`src/rtl/keypad_pkg.sv`:
```
// Shared keypad types and constants for the matrix driver and the downstream value decoder.
// Column contents: col 0 = [1,4,7,*], col 1 = [2,5,8,0], col 2 = [3,6,9,#]; rows 0..3 top to bottom.
package keypad_pkg;

  typedef enum logic [1:0] {
    SCAN     = 2'd0,
    DEBOUNCE = 2'd1,
    PRESSED  = 2'd2
  } state_e;

  localparam int NUM_COLS = 3;
  localparam int NUM_ROWS = 4;

  // Row/column code reported for an ambiguous multi-key press; the decoder maps it to 4'b1111.
  localparam logic [1:0] KEY_ERR = 2'b11;

  function automatic logic [1:0] first_low(input logic [NUM_ROWS-1:0] v);
    first_low = 2'd0;
    for (int i = NUM_ROWS - 1; i >= 0; i--) begin
      if (!v[i]) first_low = 2'(i);
    end
  endfunction

  function automatic logic multi_low(input logic [NUM_ROWS-1:0] v);
    int n;
    n = 0;
    for (int i = 0; i < NUM_ROWS; i++) begin
      if (!v[i]) n++;
    end
    multi_low = (n > 1);
  endfunction

  function automatic logic [NUM_COLS-1:0] col_strobe(input logic [1:0] idx);
    col_strobe = ~(3'b001 << idx);
  endfunction

endpackage

```
`src/rtl/keypad_sync.sv`:
```
// Two-flop synchroniser for asynchronous inputs, presets to all-ones (idle level of pulled-up lines).
// Latency 2 clk; no flow control.
module keypad_sync #(
  parameter int WIDTH = 4
) (
  input  logic             clk,
  input  logic             rst_n,
  input  logic [WIDTH-1:0] d_i,
  output logic [WIDTH-1:0] q_o
);

  logic [WIDTH-1:0] meta_q;
  logic [WIDTH-1:0] sync_q;

  always_ff @(posedge clk or negedge rst_n) begin
    if (!rst_n) begin
      meta_q <= '1;
      sync_q <= '1;
    end else begin
      meta_q <= d_i;
      sync_q <= meta_q;
    end
  end

  assign q_o = sync_q;

endmodule

```
`src/rtl/keypad_matrix_driver.sv`:
```
// 3x4 keypad scanner/debouncer: strobes columns, debounces rows, pulses key_valid once per press; no backpressure.
// Press latency 2 clk sync + wait for column + (DEBOUNCE_CNT-1)*SCAN_DIV + 1 clk. Option: KEYPAD_MULTI_ERR_EN.
module keypad_matrix_driver
  import keypad_pkg::*;
#(
  parameter int SCAN_DIV     = 1000,
  parameter int DEBOUNCE_CNT = 20
) (
  input  logic                clk,
  input  logic                rst_n,
  input  logic [NUM_ROWS-1:0] row_sense,
  output logic [NUM_COLS-1:0] col_drive,
  output logic [1:0]          key_row,
  output logic [1:0]          key_col,
  output logic                key_valid,
  output logic                key_held
);

  localparam int DW = (SCAN_DIV > 1) ? $clog2(SCAN_DIV) : 1;
  localparam int CW = $clog2(DEBOUNCE_CNT + 1);
  localparam logic [DW-1:0] DWELL_LAST = DW'(SCAN_DIV - 1);
  localparam logic [CW-1:0] CNT_MAX    = CW'(DEBOUNCE_CNT);

  logic [NUM_ROWS-1:0] rs;

  keypad_sync #(.WIDTH(NUM_ROWS)) u_sync (
    .clk   (clk),
    .rst_n (rst_n),
    .d_i   (row_sense),
    .q_o   (rs)
  );

  state_e              state_q;
  logic [DW-1:0]       dwell_q;
  logic [1:0]          col_idx_q;
  logic [NUM_COLS-1:0] col_drive_q;
  logic [1:0]          cap_row_q;
  logic [1:0]          cap_col_q;
  logic [CW-1:0]       deb_cnt_q;
  logic [CW-1:0]       rel_cnt_q;
  logic                pend_q;
  logic [1:0]          key_row_q;
  logic [1:0]          key_col_q;
  logic                key_valid_q;
  logic                key_held_q;

  logic          sample_hit;
  logic          any_low;
  logic [1:0]    win_row;
  logic [1:0]    col_nxt;
  logic [CW-1:0] deb_inc;
  logic [CW-1:0] rel_inc;
  logic          press_match;
  logic [1:0]    acc_row;
  logic [1:0]    acc_col;

  assign sample_hit = (dwell_q == DWELL_LAST);
  assign any_low    = ~&rs;
  assign win_row    = first_low(rs);
  assign col_nxt    = (col_idx_q == 2'd2) ? 2'd0 : col_idx_q + 2'd1;
  assign deb_inc    = (deb_cnt_q == CNT_MAX) ? deb_cnt_q : deb_cnt_q + 1'b1;
  assign rel_inc    = (rel_cnt_q == CNT_MAX) ? rel_cnt_q : rel_cnt_q + 1'b1;

`ifdef KEYPAD_MULTI_ERR_EN
  logic                err_q;
  logic [NUM_ROWS-1:0] cap_pat_q;

  // An ambiguous capture must repeat bit-for-bit; a single key only needs the same winning row.
  assign press_match = err_q ? (rs == cap_pat_q) : (any_low && (win_row == cap_row_q));
  assign acc_row     = err_q ? KEY_ERR : cap_row_q;
  assign acc_col     = err_q ? KEY_ERR : cap_col_q;
`else
  assign press_match = any_low && (win_row == cap_row_q);
  assign acc_row     = cap_row_q;
  assign acc_col     = cap_col_q;
`endif

  always_ff @(posedge clk or negedge rst_n) begin
    if (!rst_n) begin
      dwell_q <= '0;
    end else begin
      dwell_q <= sample_hit ? '0 : dwell_q + 1'b1;
    end
  end

  always_ff @(posedge clk or negedge rst_n) begin
    if (!rst_n) begin
      state_q     <= SCAN;
      col_idx_q   <= 2'd0;
      col_drive_q <= 3'b110;
      cap_row_q   <= 2'd0;
      cap_col_q   <= 2'd0;
      deb_cnt_q   <= '0;
      rel_cnt_q   <= '0;
      pend_q      <= 1'b0;
      key_row_q   <= 2'd0;
      key_col_q   <= 2'd0;
      key_valid_q <= 1'b0;
      key_held_q  <= 1'b0;
`ifdef KEYPAD_MULTI_ERR_EN
      err_q       <= 1'b0;
      cap_pat_q   <= '1;
`endif
    end else begin
      key_valid_q <= 1'b0;
      // Outputs load one clock after acceptance; never coincides with a sample since SCAN_DIV >= 2.
      if (pend_q) begin
        pend_q      <= 1'b0;
        key_valid_q <= 1'b1;
        key_held_q  <= 1'b1;
        key_row_q   <= acc_row;
        key_col_q   <= acc_col;
      end
      case (state_q)
        SCAN: begin
          if (sample_hit) begin
            if (!any_low) begin
              col_idx_q   <= col_nxt;
              col_drive_q <= col_strobe(col_nxt);
            end else begin
              cap_row_q <= win_row;
              cap_col_q <= col_idx_q;
              deb_cnt_q <= CW'(1);
`ifdef KEYPAD_MULTI_ERR_EN
              err_q     <= multi_low(rs);
              cap_pat_q <= rs;
`endif
              if (DEBOUNCE_CNT == 1) begin
                state_q <= PRESSED;
                pend_q  <= 1'b1;
              end else begin
                state_q <= DEBOUNCE;
              end
            end
          end
        end
        DEBOUNCE: begin
          if (sample_hit) begin
            if (press_match) begin
              deb_cnt_q <= deb_inc;
              if (deb_inc == CNT_MAX) begin
                state_q <= PRESSED;
                pend_q  <= 1'b1;
              end
            end else begin
              deb_cnt_q   <= '0;
              state_q     <= SCAN;
              col_idx_q   <= col_nxt;
              col_drive_q <= col_strobe(col_nxt);
            end
          end
        end
        PRESSED: begin
          if (sample_hit) begin
            if (rs[cap_row_q]) begin
              if (rel_inc == CNT_MAX) begin
                rel_cnt_q   <= '0;
                key_held_q  <= 1'b0;
                state_q     <= SCAN;
                col_idx_q   <= col_nxt;
                col_drive_q <= col_strobe(col_nxt);
              end else begin
                rel_cnt_q <= rel_inc;
              end
            end else begin
              rel_cnt_q <= '0;
            end
          end
        end
        default: state_q <= SCAN;
      endcase
    end
  end

  assign col_drive = col_drive_q;
  assign key_row   = key_row_q;
  assign key_col   = key_col_q;
  assign key_valid = key_valid_q;
  assign key_held  = key_held_q;

endmodule

```
`config.mk`:
```
export PLATFORM = sky130hd
export DESIGN_NAME = keypad_matrix_driver
export DESIGN_NICKNAME = d
export VERILOG_FILES = /design/src/rtl/keypad_pkg.sv /design/src/rtl/keypad_sync.sv /design/src/rtl/keypad_matrix_driver.sv
export SDC_FILE = /design/constraint.sdc
export NUM_CORES = 1
export LEC_CHECK = 0
export CAP_MARGIN = 20
export CORE_UTILIZATION = 30
export CTS_CLUSTER_DIAMETER = 60
export DETAILED_ROUTE_END_ITERATION = 10
export GPL_ROUTABILITY_DRIVEN = 1
export MAX_ROUTING_LAYER = met4
export PLACE_DENSITY_LB_ADDON = 0.08
export SYNTH_ARGS = -nofsm -noshare
export SYNTH_HDL_FRONTEND = slang
export SYNTH_SLANG_ARGS = --single-unit
```
`constraint.sdc`:
```
create_clock -name clk -period 2.7 [get_ports clk]
set_input_delay 0.54 -clock clk [delete_from_list [all_inputs] [get_ports clk]]
set_output_delay 0.54 -clock clk [all_outputs]
set_load 0.01 [all_outputs]
```
## After elaboration in Yosys (flattened, before gate mapping)

Index checks and enable logic that the tools add are counted.

- Output and inout bits: 9
- Word-level logic and storage cells: 104
- Input bits: 6
- Flip-flop bits (word level): 46

- Reduce and logical (&&, ||, !) cells: 11
- Add/subtract/negate cells: 4
- Mux-type cells: 52
- Bitwise operators: 2
- $lt $le $gt $ge: 1
- Shift-type cells: 1
- Eq/ne operators: 18

Operator list:

| kind | number |
|---|---|
| $mux 2 | 20 |
| $mux 5 | 8 |
| $mux 3 | 7 |
| $eq 5x5->1 const B | 4 |
| $ne 2x2->1 const B | 8 |
| $pmux 2 s3 | 2 |
| $mux 1 | 11 |
| $add 10x1->10 const B | 1 |
| $add 5x1->5 const B | 2 |
| $eq 10x10->1 const B | 1 |
| $mux 10 | 1 |
| $pmux 5 s2 | 1 |
| $pmux 3 s3 | 1 |
| $reduce_and 4->1 | 2 |
| $reduce_and 8->1 | 1 |
| $reduce_and 7->1 | 1 |
| $eq 2x2->1 const B | 2 |
| $lt 2x3->1 const B | 1 |
| $ne 3x3->1 const B | 1 |
| $not 3->3 | 1 |
| $reduce_and 3->1 | 1 |
| $reduce_bool 3->1 | 1 |
| $shl 1x2->3 const A | 1 |
| $add 2x1->2 const B | 1 |
| other kinds (9) | 9 |

## Depth between registers and ports, before layout

- Depth in word-level cells: 9
- Gate-level depth with buffers: 8
- Gate-level depth less buffers: 8

## Hierarchy

A second synthesis with hierarchy kept.

- Cells, all modules: 199
- Area, all modules: 2175.8 µm²

Modules (own cells, without submodules):

| module | cells an instance | seq. area each (µm²) | area each (µm²) | times used |
|---|---|---|---|---|
| keypad_matrix_driver | 191 | 953.4 | 1965.6 | 1 |
| keypad_sync | 8 | 210.2 | 210.2 | 1 |

## Least setup slack after synthesis

No wires, ideal clock.

- Kind: register to register
- From: register rel_cnt_q[0]
- To: register col_drive_q[0] (netlist: col_drive[0])
- Buffers on the path: 0
- Cell stages (with the launch flop): 9
- Slack: 0.682 ns
- Arrival: 1.893 ns
- Required time: 2.575 ns
- Library setup time: 0.125 ns
- Period minus slack after synthesis: 2.018 ns
- Path through: dfrtp_1 -> inv_1 -> ha_1 -> nand2_1 -> o211ai_1 -> o2111ai_1 -> nor3_4 -> o2111ai_4 -> mux2_4

- Longest elaborated chain between the ends: 5
- Elaborated cells on any way between the ends: 6
- Classes of those cells: 1 x add/sub; 3 x eq/ne; 1 x mux; 1 x reduce/logical

RTL lines:

| item | line | RTL |
|---|---|---|
| from (decl) | keypad_matrix_driver.sv:40 | `logic [CW-1:0] rel_cnt_q;` |
| from (signal assigned) | keypad_matrix_driver.sv:163 | `rel_cnt_q <= rel_inc;` |
| $add 5x1->5 or $eq 5x5->1 (tied branches) | keypad_matrix_driver.sv:62 | `assign rel_inc = (rel_cnt_q == CNT_MAX) ? rel_cnt_q : rel_cnt_q + 1'b1;` |
| $mux 5 * | keypad_matrix_driver.sv:62 |  |
| $eq 5x5->1 * | keypad_matrix_driver.sv:156 | `if (rel_inc == CNT_MAX) begin` |
| $ne 2x2->1 (no source line) * | -- |  |
| $reduce_and 8->1 (no source line) * | -- |  |
| to (signal assigned) | keypad_matrix_driver.sv:119 | `col_drive_q <= col_strobe(col_nxt);` |
| to (signal assigned) | keypad_matrix_driver.sv:149 | `col_drive_q <= col_strobe(col_nxt);` |
| to (signal assigned) | keypad_matrix_driver.sv:161 | `col_drive_q <= col_strobe(col_nxt);` |
| to (decl) | keypad_matrix_driver.sv:36 | `logic [NUM_COLS-1:0] col_drive_q;` |

Mark *: on every way between the ends. The rest lies on a longest branch, timed or not.
A chain may end at the register's enable or synchronous reset.

## Worst setup path in the final report

Ends and elaborated chain as after synthesis.

==> flow_metrics.tcl <==
set metrics [dict create \
    grt_pass1_vias 1413 \
    avgSynthCellArea_um2 11.1 \
    route.detailed.drc 2 \
    clkLatencyLatePin_ps 300 \
    regToRegStartpoint "rel_cnt_q[0]" \
    cp.arrival_ps 2390 \
    clkTransAtPathRegs_ps 90 \
    instances_no_fill 322 \
    cts_root_buffer "clkbuf_8" \
    max_stage_delay_ps 410 \
    cts_tree "yes" \
    coreArea_um2 7210 \
    hold_viol_final 0 \
    grt_usage_pct 11.6 \
    fp.dieH_um 88.3 \
    multiInputGateArea_um2 1010 \
    syn_to_final_growth_pct 15.7 \
    rsz0062_at_grt "no" \
    viasPerCell 4.63 \
    fp.dieW_um 88.3 \
    crit_chain "inv_1 -> ha_1 -> nand2_1 -> o211ai_1 -> o2111ai_1 -> nor3_4 -> o2111ai_4 -> mux2_4" \
    r2r_setup_slack_ps 510 \
    start_kind "flip-flop" \
    critPathMaxFanout 5 \
    synth_edf_count 0 \
    p_total_mw 1.17 \
    syn_inst 202 \
    die_area_um2 7790 \
    fin_nets 233 \
    status "finished with violations" \
    drive_above_1_share_pct 17.9 \
    violations "design-rule violations" \
    maxCapViolations 0 \
    cts.sinks 46 \
    irDropWorstVdd_uv 257 \
    drt_iter0_drc 40 \
    initial_utilization_pct 30.9 \
    critPathRequiredTime_ps 2890 \
    nFillCells 742 \
    wl_per_cell_um 12.0 \
    postRouteAntennaNets 0 \
    synthesis.nets 213 \
    hpwl_um 2780 \
    grt_pass1_wl_um 6730 \
    hold_path_class "input port to asynchronous set/reset pin" \
    gp_congestion 0.748 \
    postCtsHoldBufs 0 \
    fin_skew_ps 3.28 \
    synth_ff_type "dfrtp_1" \
    grt_max_degree 47 \
    synth-seq-cells 46 \
    cts_buffer_depth 2 \
    fmax_mhz 456 \
    drt_wl_total_um 3860 \
    p_per_area_nw_per_um2 453 \
    fp-row-count 31 \
    cts_htree_levels 2 \
    grt_overflow 0 \
    async_flop_share_pct 100 \
    crit_type "flip-flop to flip-flop" \
    synth_cell_types 47 \
    placed_cells 314 \
    reg2reg_to "col_drive[0]" \
    reg2reg_depth 8 \
    regArea_um2 1160 \
    slew-limit-headroom_pct 61.6 \
    cts_made_buffers 5 \
    dr_total_vias 1491 \
    ys_warn_count 0 \
    firstDrtPassIters 7 \
    crit_path_top_delay_cell "dfrtp_1" \
    insertedDiodeCount 0 \
    startpoint "rel_cnt_q[0]" \
    yosysSeqAreaShare_pct 52.1 \
    setup_ws_ps 506 \
    ios 15 \
    tightest_slew_ps 576 \
    post-route-period-util_pct 81.3 \
    cts_setup_buffers 0 \
    syn_area_um2 2230 \
    antenna_found_initial 0 \
    timing.final.crit_period_ps 2190 \
    timing.setup.tns_ps 0 \
    setup_viol 0 \
    dp_slack_ps 516 \
    p_leak_nw 1.11 \
    cts_resized 0 \
    final_util_pct 35.8 \
    drv_slew 0 \
    endpoint_kind "flip-flop" \
    io_buffers 14 \
]
-- cell usage after synthesis (2+ instances only) --
library cell	count	area [µm²]
or3_1	3	18.8
o31ai_1	3	22.5
mux2_2	4	45.0
nor3_4	3	48.8
a22o_1	2	17.5
ha_1	5	62.6
nand4_1	2	12.5
o21ai_0	9	45.0
and2_1	3	18.8
inv_1	14	52.6
mux2_4	3	45.0
nand2_1	18	67.6
nand3b_1	2	15.0
or2_1	2	12.5
mux2_1	2	22.5
nor2_1	13	48.8
o211ai_1	3	22.5
xnor2_1	6	52.6
dfstp_2	10	263
nor3_1	2	10.0
a21oi_1	10	50.1
mux2i_1	3	30.0
nor2_2	2	12.5
dfrtp_1	36	901
nand3_1	13	65.1
o21ai_1	6	30.0
xor2_1	3	26.3
-- routing by layer --
layer / wire length [µm] / global-route usage, % / vias to the layer above
met3: 101 / 3.08 / 4
met2: 1740 / 16.5 / 15
met4: 40 / 3.52 / 0
met5: 0 / - / -
met1: 1980 / 16.2 / 710
li1: - / - / 762
-- sequential cells by signal (all words and copies together) (netlist names), 2 cells and up --
signal / cells
u_sync.meta_q: 4
dwell_q: 10
rel_cnt_q: 5
acc_col: 2
key_col: 2
u_sync.q_o: 4
deb_cnt_q: 5
col_drive: 3
state_q: 2
acc_row: 2
col_idx_q: 2
key_row: 2
-- layout by cell type, fill, tap and decap left out, types with 3 or more instances in the layout --
cell type and count:
dfrtp_1 36, nand2_1 18, inv_1 14, nand3_1 13, nor2_1 13, clkdlybuf4s50_1 13, a21oi_1 10, dfstp_2 10
o21ai_0 9, xnor2_1 6, o21ai_1 6, ha_1 5, clkbuf_8 5, mux2_2 4, o211ai_1 3, nor3_4 3
xor2_1 3, or3_1 3, and2_1 3, o31ai_1 3, mux2i_1 3, mux2_4 3
-- cell families (layout without fill, tap and decap cells) --
kind of cell,count (synthesis),count (layout),synth area share [%]
mux,13,13,7.40
simple gates,72,72,19.0
compound gates,41,41,12.4
xor+xnor,9,9,3.53
flops,46,46,52.1
fa+ha+maj,5,5,2.80
buf+inv,16,37,2.75
-- power by group --
| group | internal [mW] | total, mW | switching, mW | leakage, nW |
|---|---|---|---|---|
| clock network | 0.188 | 0.436 | 0.248 | 0.0491 |
| registers | 0.700 | 0.705 | 0.00529 | 0.593 |
| logic | 0.0108 | 0.0304 | 0.0197 | 0.469 |
| total | 0.898 | 1.17 | 0.273 | 1.11 |
-- worst max path at each step --
stage	end	slack, ps	cells after the start
after floorplan	col_drive[0]	680	8
after global placement	col_drive[0]	530	8
after detailed placement	col_drive[0]	520	8
after CTS	col_drive[0]	490	8
after global routing	col_drive[0]	360	8
final	col_drive[0]	510	8
-- critical path, delay by kind of cell (launching register included) --
kind,cells,cell delay [ps]
and+or+nand+nor,2,360
AOI/OAI and AO/OA,3,650
muxes,1,350
buffers and inverters,1,110
adders and majority gates,1,200
DFF,1,410
-- per-stage QoR --
stage	area, µm²	hold slack, ps
floorplan	2230	244
CTS	2580	341
global route	2580	354
global placement	2490	347
detailed placement	2490	347
finish	2580	311
-- area by class of cell --
class / instances / share of cell area (%)
clock buffer: 5 / 2.66
clock inverter: 3 / 0.921
inverter: 14 / 2.03
multi-input combinational: 140 / 39.0
sequential: 46 / 45.1
tap: 99 / 4.80
timing repair buffer: 15 / 5.52
Note: power is estimated with default switching activity, not from simulation.
